==> config.mk <==
export PLATFORM = sky130hd
export DESIGN_NAME = mem_port_arbiter
export DESIGN_NICKNAME = d
export VERILOG_FILES = /design/src/rtl/mem_arb_pkg.sv /design/src/rtl/mem_port_arbiter_ifetch_buf.sv /design/src/rtl/mem_port_arbiter.sv
export SDC_FILE = /design/constraint.sdc
export NUM_CORES = 1
export LEC_CHECK = 0
export CORE_MARGIN = 8
export CORE_UTILIZATION = 45
export CTS_CLUSTER_DIAMETER = 80
export DETAILED_ROUTE_END_ITERATION = 12
export HOLD_SLACK_MARGIN = 0.1
export PLACE_DENSITY_LB_ADDON = 0.08
export SETUP_SLACK_MARGIN = 0.05
export SLEW_MARGIN = 20
export SYNTH_ARGS = -nofsm -noshare
export SYNTH_HDL_FRONTEND = slang
export SYNTH_SLANG_ARGS = --single-unit
==> constraint.sdc <==
create_clock -name clk -period 5.5 [get_ports clk]
set_input_delay 1.1 -clock clk [delete_from_list [all_inputs] [get_ports clk]]
set_output_delay 1.1 -clock clk [all_outputs]
set_load 0.005 [all_outputs]
==> src/rtl/mem_arb_pkg.sv <==
// Shared types and constants for the instruction/data memory port arbiter.
package mem_arb_pkg;

    typedef enum logic [1:0] {
        IDLE       = 2'd0,
        DATA_WAIT  = 2'd1,
        FETCH_WAIT = 2'd2,
        RELEASE    = 2'd3
    } arb_state_t;

    localparam logic [31:0] NOP_INSTR = 32'h00000013;
    localparam logic [3:0]  BE_FULL   = 4'b1111;

endpackage

==> src/rtl/mem_port_arbiter_ifetch_buf.sv <==
// One-entry fetch buffer: last fetched word address plus valid bit.
// Compiled only when MEM_ARB_IFETCH_BUF_EN is defined.
`ifdef MEM_ARB_IFETCH_BUF_EN
module ifetch_buf #(
    parameter int TAG_W = 30
) (
    input  logic             clk,
    input  logic             clr,
    input  logic [TAG_W-1:0] pcWord,
    input  logic             fillEn,
    input  logic             storeEn,
    input  logic [TAG_W-1:0] storeWord,
    output logic             hit
);

    logic [TAG_W-1:0] tagReg;
    logic             validReg;
    logic             storeKills;

    // A store completing this cycle to the buffered word already counts as a miss.
    assign storeKills = storeEn && (storeWord == tagReg);
    assign hit        = validReg && (pcWord == tagReg) && !storeKills;

    always_ff @(posedge clk) begin
        if (clr) begin
            tagReg   <= '0;
            validReg <= 1'b0;
        end else if (fillEn) begin
            tagReg   <= pcWord;
            validReg <= 1'b1;
        end else if (storeKills) begin
            validReg <= 1'b0;
        end
    end

endmodule
`endif

==> src/rtl/mem_port_arbiter.sv <==
// Sequences the data access then the instruction fetch of each pipeline step onto
// one shared memory port. Optional fetch buffer: MEM_ARB_IFETCH_BUF_EN.
module mem_port_arbiter
    import mem_arb_pkg::*;
#(
    parameter int ADDR_W = 32
) (
    input  logic              clk,
    input  logic              clr,
    input  logic [31:0]       PCF,
    input  logic [31:0]       ALUResultM,
    input  logic [31:0]       WriteDataM,
    input  logic              MemWriteM,
    input  logic              MemReadM,
    input  logic [3:0]        byteEnable,
    output logic [31:0]       RD_instr,
    output logic [31:0]       RD_data,
    output logic              stall,
    output logic              mem_req,
    output logic              mem_we,
    output logic [ADDR_W-1:0] mem_addr,
    output logic [31:0]       mem_wdata,
    output logic [3:0]        mem_be,
    input  logic [31:0]       mem_rdata,
    input  logic              mem_ready
);

    arb_state_t        stateReg;
    logic              stallReg;
    logic [31:0]       instrReg;
    logic [31:0]       dataReg;
    logic [ADDR_W-1:0] reqAddrReg;
    logic [31:0]       reqWdataReg;
    logic [3:0]        reqBeReg;
    logic              reqWeReg;

    logic              dataReq;
    logic              fetchHit;
    logic [ADDR_W-1:0] dataAddr;
    logic [ADDR_W-1:0] fetchAddr;
    logic              unusedLowBits;

    assign dataReq       = MemWriteM | MemReadM;
    assign dataAddr      = {ALUResultM[ADDR_W-1:2], 2'b00};
    assign fetchAddr     = {PCF[ADDR_W-1:2], 2'b00};
    assign unusedLowBits = ^{PCF[1:0], ALUResultM[1:0]};

    assign RD_instr = instrReg;
    assign RD_data  = dataReg;
    assign stall    = stallReg;

`ifdef MEM_ARB_IFETCH_BUF_EN
    logic              storeDone;
    logic              fetchDone;
    logic [ADDR_W-3:0] storeWord;

    // Completion strobes are decoded from state, not from mem_req, to keep hit off any loop.
    assign storeDone = !clr && mem_ready &&
                       ((stateReg == IDLE && MemWriteM) || (stateReg == DATA_WAIT && reqWeReg));
    assign storeWord = (stateReg == IDLE) ? dataAddr[ADDR_W-1:2] : reqAddrReg[ADDR_W-1:2];
    assign fetchDone = !clr && mem_ready &&
                       ((stateReg == IDLE && !dataReq && !fetchHit) || stateReg == FETCH_WAIT);

    ifetch_buf #(
        .TAG_W(ADDR_W - 2)
    ) u_ifetch_buf (
        .clk      (clk),
        .clr      (clr),
        .pcWord   (PCF[ADDR_W-1:2]),
        .fillEn   (fetchDone),
        .storeEn  (storeDone),
        .storeWord(storeWord),
        .hit      (fetchHit)
    );
`else
    assign fetchHit = 1'b0;
`endif

    // Memory port: IDLE issues straight from the core, DATA_WAIT from the latched request.
    always_comb begin
        mem_req   = 1'b0;
        mem_we    = 1'b0;
        mem_addr  = fetchAddr;
        mem_wdata = reqWdataReg;
        mem_be    = BE_FULL;
        case (stateReg)
            IDLE: begin
                if (dataReq) begin
                    mem_req   = 1'b1;
                    mem_we    = MemWriteM;
                    mem_addr  = dataAddr;
                    mem_wdata = WriteDataM;
                    mem_be    = MemWriteM ? byteEnable : BE_FULL;
                end else if (!fetchHit) begin
                    mem_req = 1'b1;
                end
            end
            DATA_WAIT: begin
                mem_req  = 1'b1;
                mem_we   = reqWeReg;
                mem_addr = reqAddrReg;
                mem_be   = reqBeReg;
            end
            FETCH_WAIT: mem_req = 1'b1;
            default: ;
        endcase
        if (clr) begin
            mem_req = 1'b0;
        end
    end

    always_ff @(posedge clk) begin
        if (clr) begin
            stateReg    <= IDLE;
            stallReg    <= 1'b1;
            instrReg    <= NOP_INSTR;
            dataReg     <= '0;
            reqAddrReg  <= '0;
            reqWdataReg <= '0;
            reqBeReg    <= '0;
            reqWeReg    <= 1'b0;
        end else begin
            case (stateReg)
                IDLE: begin
                    if (dataReq) begin
                        reqAddrReg  <= dataAddr;
                        reqWdataReg <= WriteDataM;
                        reqBeReg    <= MemWriteM ? byteEnable : BE_FULL;
                        reqWeReg    <= MemWriteM;
                        if (mem_ready) begin
                            if (!MemWriteM) begin
                                dataReg <= mem_rdata;
                            end
                            if (fetchHit) begin
                                stateReg <= RELEASE;
                                stallReg <= 1'b0;
                            end else begin
                                stateReg <= FETCH_WAIT;
                            end
                        end else begin
                            stateReg <= DATA_WAIT;
                        end
                    end else if (fetchHit) begin
                        stateReg <= RELEASE;
                        stallReg <= 1'b0;
                    end else if (mem_ready) begin
                        instrReg <= mem_rdata;
                        stateReg <= RELEASE;
                        stallReg <= 1'b0;
                    end else begin
                        stateReg <= FETCH_WAIT;
                    end
                end
                DATA_WAIT: begin
                    if (mem_ready) begin
                        if (!reqWeReg) begin
                            dataReg <= mem_rdata;
                        end
                        if (fetchHit) begin
                            stateReg <= RELEASE;
                            stallReg <= 1'b0;
                        end else begin
                            stateReg <= FETCH_WAIT;
                        end
                    end
                end
                FETCH_WAIT: begin
                    if (mem_ready) begin
                        instrReg <= mem_rdata;
                        stateReg <= RELEASE;
                        stallReg <= 1'b0;
                    end
                end
                RELEASE: begin
                    stateReg <= IDLE;
                    stallReg <= 1'b1;
                end
                default: begin
                    stateReg <= IDLE;
                    stallReg <= 1'b1;
                end
            endcase
        end
    end

endmodule

==> reports/qor.tcl, run 1 <==
set qor(run_status) {complete, no violations}
set qor(worst_slew_margin_rel_pct) 30.6
set qor(fmax_ghz) 0.227
set qor(hold_buffers) 0
set qor(crit_cells) 6
set qor(finalSetupViolations) 0
set qor(cpMostUsedCell) {sky130_fd_sc_hd__clkdlybuf4s50_1}
set qor(combinational_fraction_of_design_power_pct) 47.4
set qor(yosysWarnings) 0
set qor(clkTransAtPathRegs_ns) 0.05
set qor(timing.hold.worst.class) {reg -> reg}
set qor(irDropWorstVdd_uv) 256
set qor(place_hpwl_um) 13500
set qor(timing.setup.critical_path_class) {in -> out}
set qor(gr-usage-all-layers_pct) 20.2
set qor(main_combinational_cell_family_by_area_after_synthesis) {multiplexers}
set qor(placement.io_buffers) 265
set qor(std_cell_rows) 41
set qor(synthMuxAreaShare_pct) 22.4
set qor(arrival_ns) 3.30
set qor(register_area_share_after_synthesis_pct) 45.6
set qor(post_drt_wl_per_cell_um) 16.7
set qor(dieWidth_um) 130
set qor(floorplan.initialDensity_pct) 46.3
set qor(timing.critical_path.max_delay_family) {buffers and inverters}
set qor(timing.critical_path.slowest_cell_delay_ns) 0.64
set qor(crit_path_top_delay_cell) {sky130_fd_sc_hd__clkdlybuf4s50_1}
set qor(cts.sink_count) 134
set qor(static_leak_uw) 0.00372
set qor(first_pass_grt_wire_length_um) 26900
set qor(postCtsResizedCells) 0
set qor(number_of_fill_cells) 1040
set qor(htree_levels) 4
set qor(postCtsSetupBuffers) 0
set qor(route.detailed.drc) 0
set qor(grt-ovfl-total) 0
set qor(layout.core_utilization_pct) 72.3
set qor(ctsLongestPathBuffers) 2
set qor(cp_cell_sequence) {clkdlybuf4s50_1 -> o22ai_4 -> buf_4 -> mux2i_1 -> o21ai_0 -> clkdlybuf4s50_1}
set qor(timing.setup.tns_ns) 0
set qor(reg2regPathDepth) 6
set qor(synth_area_in_compound_gates_pct) 8.27
set qor(register_bit_total_from_synthesis) 134
set qor(antenna_cells_inserted) 0
set qor(power_frac_clock_pct) 24.2
set qor(synthCells) 657
set qor(net_switching_power_uw) 1440
set qor(synth_area_per_cell_sq_um) 8.96
set qor(post_drt_via_cell_ratio) 4.98
set qor(design.core.area_sq_um) 12700
set qor(setup.worst_path.end_class) {primary output}
set qor(rsz0062_at_grt) {no}
set qor(fin_worst_skew_ns) 0.0102
set qor(tritoncts) {yes}
set qor(total_power_uw) 4530
set qor(cts-root-buf) {sky130_fd_sc_hd__clkbuf_16}
set qor(number_of_top_level_design_ports) 272
set qor(critical_path_source_type) {input port}
set qor(critical_path.max_fanout) 30
set qor(layout_min_cycle_time_ns) 4.40
set qor(cap_violations) 0
set qor(flow.area_growth_from_synthesis_pct) 56.3
set qor(p_int_uw) 3080
set qor(timing.critical_path.to) {mem_addr[22]}
set qor(power_density_nw_per_um2) 492
set qor(drt.antenna.violating_nets) 0
set qor(cts_inserted_buffers) 17
set qor(synth_simple_gate_area_share_pct) 17.2
set qor(period_share_pct) 80.1
set qor(timing.rr.start) {stateReg[1]}
set qor(cp-startpoint) {MemWriteM}
set qor(synth_adder_area_share_pct) 1.70
set qor(reg2reg_setup_slack_ns) 2.49
set qor(dieHeight_um) 130
set qor(final-max-slew-violation-count) 0
set qor(first_global_vias) 5396
set qor(worstMarginPinSlew_ns) 1.04
set qor(cp.required_ns) 4.40
set qor(r2r-end) {RD_instr[0]}
set qor(post_synth_xor_area_fraction_pct) 0
set qor(synth.cell_area_sq_um) 5890
set qor(grt_start_max_net_pins) 59
set qor(final_net_count) 1046
set qor(grt_antenna_before_repair) 0
set qor(routed_wirelength_um) 18100
set qor(vias) 5407
set qor(dr.pass1.iters) 4
set qor(critical_path_buf_inv_count) 3
set qor(initialDrtViolationCount) 252
set qor(die_area_sq_um) 17000
set qor(worstSkewPairLatency_ns) 0.41
set qor(drive_above_1_share_pct) 8.97
set qor(power.share.sequential_pct) 28.4
set qor(final-hold-violation-count) 0
set qor(globalplace.congestion) 0.830
set qor(sw_frac_of_total_pct) 31.9
set qor(synth.distinct_cells) 32
-- how the worst min path moves through the flow --
| stage | start | end | slack (ns) | cells past startpoint |
|---|---|---|---|---|
| CTS | reqAddrReg[18] | reqAddrReg[18] | 0.45 | 2 |
| detailed placement | reqAddrReg[20] | reqAddrReg[20] | 0.45 | 2 |
| floorplan | reqAddrReg[10] | reqAddrReg[10] | 0.44 | 2 |
| global route | RD_instr[23] | RD_instr[23] | 0.47 | 2 |
| global placement | RD_instr[20] | RD_instr[20] | 0.44 | 2 |
| finish | reqAddrReg[20] | reqAddrReg[20] | 0.45 | 2 |
-- kinds of logic after synthesis --
kind of cell | after synthesis
flops | 134
fa+ha+maj | 8
compound gates | 86
simple gates | 243
buf+inv | 57
other cells | 1
mux | 128
-- tightest hold or removal path, cell delays in order (launching register included) --
cell and delay (ns):
sky130_fd_sc_hd__dfxtp_1 0.30, sky130_fd_sc_hd__nand2_1 0.05, sky130_fd_sc_hd__a21oi_1 0.05
-- area by class of cell --
cell class	count	area [sq um]	area share [%]
well taps	172	215	2.34
inverters	7	27.5	0.299
flip-flops and latches	134	2680	29.2
repair buffers	274	2720	29.6
multi-input cells	467	2980	32.4
clock inverters	8	97.6	1.06
clock buffers	24	482	5.23
-- sequential cells by signal, summed over array words and instances (netlist names) --
| register | count |
|---|---|
| RD_data | 32 |
| RD_instr | 32 |
| reqAddrReg | 30 |
| reqBeReg | 4 |
| reqWdataReg | 32 |
| reqWeReg | 1 |
| stall | 1 |
| stateReg | 2 |
-- synth_stat cells --
cell type	number	area (sq um)
sky130_fd_sc_hd__mux2_2	32	360
sky130_fd_sc_hd__nor2b_1	1	6.26
sky130_fd_sc_hd__conb_1	1	3.75
sky130_fd_sc_hd__o21ai_0	37	185
sky130_fd_sc_hd__o21a_1	1	7.51
sky130_fd_sc_hd__mux2i_1	96	961
sky130_fd_sc_hd__a311oi_1	1	8.76
sky130_fd_sc_hd__buf_1	3	11.3
sky130_fd_sc_hd__o21bai_1	1	7.51
sky130_fd_sc_hd__or3b_4	1	11.3
sky130_fd_sc_hd__nor2_1	12	45.0
sky130_fd_sc_hd__o22ai_1	1	6.26
sky130_fd_sc_hd__dfxtp_1	134	2680
sky130_fd_sc_hd__o21ai_1	1	5.00
sky130_fd_sc_hd__inv_1	7	26.3
sky130_fd_sc_hd__and3b_1	1	8.76
sky130_fd_sc_hd__nand2_1	193	724
sky130_fd_sc_hd__a21oi_1	36	180
sky130_fd_sc_hd__o311ai_0	1	8.76
sky130_fd_sc_hd__o221a_2	4	45.0
sky130_fd_sc_hd__buf_6	4	45.0
sky130_fd_sc_hd__or2_2	1	6.26
sky130_fd_sc_hd__clkbuf_2	1	5.00
sky130_fd_sc_hd__and2_1	32	200
sky130_fd_sc_hd__buf_2	8	40.0
sky130_fd_sc_hd__o221ai_1	1	8.76
sky130_fd_sc_hd__a21oi_4	1	16.3
sky130_fd_sc_hd__nand2b_1	2	12.5
sky130_fd_sc_hd__clkbuf_1	28	105
sky130_fd_sc_hd__ha_1	8	100
sky130_fd_sc_hd__a211oi_1	1	7.51
sky130_fd_sc_hd__buf_4	6	45.0
-- metrics by stage --
stage	hold slack (ns)	cells	area, sq um	worst slack [ns]
finish	0.454	1086	9200	1.10
global route	0.472	1086	9200	0.935
CTS	0.454	1086	9200	1.10
detailed placement	0.447	1054	8620	1.11
global placement	0.441	1054	8610	1.22
floorplan	0.437	658	5890	2.31
-- cells in the final DEF (no fill, tap or decap), types with 2 or more instances in the layout --
cell type and instances:
sky130_fd_sc_hd__a21oi_1 36, sky130_fd_sc_hd__and2_1 32, sky130_fd_sc_hd__buf_4 9, sky130_fd_sc_hd__bufinv_16 2
sky130_fd_sc_hd__clkbuf_1 4, sky130_fd_sc_hd__clkbuf_16 17, sky130_fd_sc_hd__clkbuf_8 3, sky130_fd_sc_hd__clkdlybuf4s50_1 265
sky130_fd_sc_hd__clkinv_2 4, sky130_fd_sc_hd__clkinvlp_4 3, sky130_fd_sc_hd__conb_1 2, sky130_fd_sc_hd__dfxtp_1 134
sky130_fd_sc_hd__ha_1 8, sky130_fd_sc_hd__inv_1 6, sky130_fd_sc_hd__mux2_2 32, sky130_fd_sc_hd__mux2i_1 96
sky130_fd_sc_hd__nand2_1 193, sky130_fd_sc_hd__nand2b_1 2, sky130_fd_sc_hd__nor2_1 12, sky130_fd_sc_hd__o21ai_0 36
sky130_fd_sc_hd__o221a_2 4
-- routing by layer --
layer / global-route usage [%] / routed length (um) / vias to the layer above
met5: 0 / 0 / -
met4: 6.55 / 253 / 0
met3: 8.87 / 1910 / 19
met2: 36.5 / 9020 / 193
met1: 20.6 / 6920 / 2530
li1: - / - / 2665
-- power by group through the flow --
stage               clock, uW  combinational, uW  sequential (uW)
floorplan                   0               1090             1290
global placement            0               2110             1290
detailed placement          0               2170             1300
CTS                      1120               2180             1280
global route             1160               2310             1310
finish                   1090               2150             1280
Power figures use the tool's default switching activity.
==> run 2: changes to the inputs <==
CORE_UTILIZATION = 38   (was 45)
clock period = 3.5 ns   (was 5.5 ns; I/O delays follow)
==> run 2 against run 1 <==
  * Global-route usage decreased by 2.1 points
  * Via count decreased by 1.6%
  * Flip-flop and latch count unchanged
  * Die area increased by 16%
==> reports/qor.tcl, run 2 (synthesized netlist as in run 1, its figures left out) <==
set qor(timing.rr.start) {stateReg[1]}
set qor(cts_inserted_buffers) 17 ;# unchanged
set qor(place_hpwl_um) 13500 ;# -0.63%
set qor(run_status) {complete, no violations}
set qor(dpl_cell_area_sq_um) 8720 ;# +1.1%
set qor(period_share_pct) 94.3
set qor(cts-root-buf) {sky130_fd_sc_hd__clkbuf_16}
set qor(timing.setup.critical_path_class) {reg -> out}
set qor(fmax_ghz) 0.303
set qor(drive_above_1_share_pct) 10.1 ;# +1.1 points
set qor(design.core.area_sq_um) 15100 ;# +19%
set qor(route.detailed.drc) 0 ;# unchanged
set qor(globalplace.congestion) 0.765 ;# -7.8%
set qor(static_leak_uw) 0.00385 ;# +3.6%
set qor(first_global_vias) 5500 ;# +1.9%
set qor(clkTransAtPathRegs_ns) 0.05 ;# about the same
set qor(drt.antenna.violating_nets) 0 ;# unchanged
set qor(critical_path_source_type) {register}
set qor(register_cell_area_after_layout_sq_um) 2680 ;# about the same
set qor(worstSkewPairLatency_ns) 0.41 ;# about the same
set qor(final_net_count) 1052 ;# +0.57%
set qor(reg2reg_setup_slack_ns) 1.19 ;# -1.30 ns
set qor(timing.hold.worst.class) {reg -> reg}
set qor(pre_cts_ws_ns) 0.272 ;# -0.835 ns
set qor(antenna_cells_inserted) 0 ;# unchanged
set qor(first_pass_grt_wire_length_um) 28700 ;# +6.5%
set qor(post_drt_wl_per_cell_um) 16.5 ;# -0.73%
set qor(setup.worst_path.end_class) {primary output}
set qor(dieHeight_um) 140 ;# +7.7%
set qor(dr.pass1.iters) 4 ;# unchanged
set qor(timing.setup.tns_ns) 0 ;# unchanged
set qor(flow.area_growth_from_synthesis_pct) 61.2
set qor(timing.critical_path.to) {mem_addr[5]}
set qor(final-hold-violation-count) 0 ;# unchanged
set qor(power_density_nw_per_um2) 811 ;# +65%
set qor(std_cell_rows) 45 ;# +9.8%
set qor(reg2regPathDepth) 7 ;# +1
set qor(minimum_setup_slack_in_the_final_design_ns) 0.201 ;# -0.895 ns
set qor(worstMarginPinSlew_ns) 0.533 ;# -0.506 ns
set qor(grt_antenna_before_repair) 0 ;# unchanged
set qor(worst_slew_margin_rel_pct) 64.5 ;# +34 points
set qor(ctsLongestPathBuffers) 2 ;# unchanged
set qor(grt_start_max_net_pins) 81 ;# +37%
set qor(grt-ovfl-total) 0 ;# unchanged
set qor(place_inst) 1075 ;# +2.0%
set qor(initialDrtViolationCount) 214 ;# -15%
set qor(layout_min_cycle_time_ns) 3.30
set qor(routed_wirelength_um) 18300 ;# +1.3%
set qor(finish.cell_count_without_fillers) 1108 ;# +2.0%
set qor(rsz0062_at_grt) {no}
set qor(post_drt_via_cell_ratio) 4.80 ;# -3.6%
set qor(r2r-end) {RD_data[19]}
set qor(final-max-slew-violation-count) 0 ;# unchanged
set qor(cts.sink_count) 134 ;# unchanged
set qor(finalSetupViolations) 0 ;# unchanged
set qor(vias) 5319 ;# -1.6%
set qor(cap_violations) 0 ;# unchanged
set qor(gr-usage-all-layers_pct) 18.1 ;# -2.1 points
set qor(number_of_fill_cells) 1245 ;# +20%
set qor(cp-startpoint) {stateReg[1]}
set qor(area_of_the_multi_input_gates_sq_um) 2970 ;# -0.13%
set qor(top_library_cells_by_usage_in_the_layout_fill_and_taps_aside) {sky130_fd_sc_hd__clkdlybuf4s50_1 (265), sky130_fd_sc_hd__nand2_1 (193), sky130_fd_sc_hd__dfxtp_1 (133)}
set qor(floorplan.initialDensity_pct) 38.9 ;# -7.4 points
set qor(fin_worst_skew_ns) 0.00528 ;# -0.00493 ns
set qor(number_of_top_level_design_ports) 272 ;# unchanged
set qor(post-route-cell-area_sq_um) 9490 ;# +3.1%
set qor(total_power_uw) 7700 ;# +70%
set qor(die_area_sq_um) 19700 ;# +16%
set qor(number_of_cells_traversed_by_the_worst_hold_path) 2 ;# unchanged
set qor(dieWidth_um) 140 ;# +7.7%
set qor(placement.io_buffers) 265 ;# unchanged
set qor(irDropWorstVdd_uv) 360 ;# +41%
set qor(tritoncts) {yes}
set qor(final_common_cell) {sky130_fd_sc_hd__clkdlybuf4s50_1}
set qor(htree_levels) 4 ;# unchanged
set qor(cp.required_ns) 2.80 ;# -1.60 ns
set qor(arrival_ns) 2.60 ;# -0.70 ns
set qor(critical_path.max_fanout) 15 ;# -50%
==> run 2: cell types whose count changed in the layout (fill, tap and decap cells not counted), moves of 2 or more <==
cell | previous run | this run
sky130_fd_sc_hd__clkinvlp_4 | 3 | 0
sky130_fd_sc_hd__bufinv_16 | 2 | 8
sky130_fd_sc_hd__clkbuf_1 | 4 | 1
sky130_fd_sc_hd__buf_12 | 0 | 4
sky130_fd_sc_hd__clkinv_2 | 4 | 1
sky130_fd_sc_hd__clkinv_4 | 0 | 2
==> run 2: worst max-delay path, stage by stage, from the launching register on <==
cell                              delay (ns)
sky130_fd_sc_hd__dfxtp_1                0.41
sky130_fd_sc_hd__inv_1                  0.13
sky130_fd_sc_hd__ha_1                   0.30
sky130_fd_sc_hd__o22ai_4                0.26
sky130_fd_sc_hd__buf_12                 0.21
sky130_fd_sc_hd__mux2i_1                0.08
sky130_fd_sc_hd__o21ai_0                0.22
sky130_fd_sc_hd__clkdlybuf4s50_1        0.56
==> run 2: timing repair <==
action                     in CTS  in global routing
setup endpoints to repair       2                 15
gates resized for setup         1                  2
cloned                          0                  1
setup buffers                   0                  0
hold buffers                    0                  0
hold endpoints to repair        0                  0
==> run 2: worst min-delay path by stage <==
stage / start / end
3_5_place_dp: reqAddrReg[25] / reqAddrReg[25]
4_1_cts: reqAddrReg[25] / reqAddrReg[25]
6_report: reqAddrReg[14] / reqAddrReg[14]
5_1_grt: reqAddrReg[18] / reqAddrReg[18]
2_1_floorplan: reqAddrReg[10] / reqAddrReg[10]
3_3_place_gp: RD_instr[16] / RD_instr[16]
==> run 2: cell type report <==
| class | count | area share (%) |
|---|---|---|
| tap | 188 | 2.48 |
| inverter | 7 | 0.290 |
| multi-input combinational | 467 | 31.3 |
| clock buffer | 21 | 4.96 |
| timing repair buffer | 280 | 29.8 |
| sequential | 134 | 28.3 |
| clock inverter | 11 | 2.81 |
==> run 2: where the power goes <==
| group | switching, uW | total, uW | leakage, uW | internal (uW) |
|---|---|---|---|---|
| Clock | 654 | 2200 | 0.000358 | 1540 |
| Sequential | 155 | 2020 | 0.00110 | 1860 |
| Combinational | 1510 | 3490 | 0.00240 | 1980 |
| Total | 2320 | 7700 | 0.00385 | 5380 |
==> run 2: metal layers <==
layer	up-vias	track usage, %	share of wire [%]
li1	2675	-	-
met1	2455	19.6	40
met2	170	31.5	49
met3	19	7.51	9.6
met4	0	6.28	1.3
met5	-	0	0
==> run 2: metrics by stage <==
step | util (%) | hold slack (ns)
after global routing | 62.7 | 0.466
after floorplan | - | 0.437
final | 62.7 | 0.453
after global placement | 57.6 | 0.442
after detailed placement | 57.6 | 0.447
after CTS | 62.5 | 0.455
==> run 3: changes to the inputs <==
CAP_MARGIN = 20   (was not set)
==> results of run 3 <==
No change in the layout: final DEF, timing and power equal those of run 2.
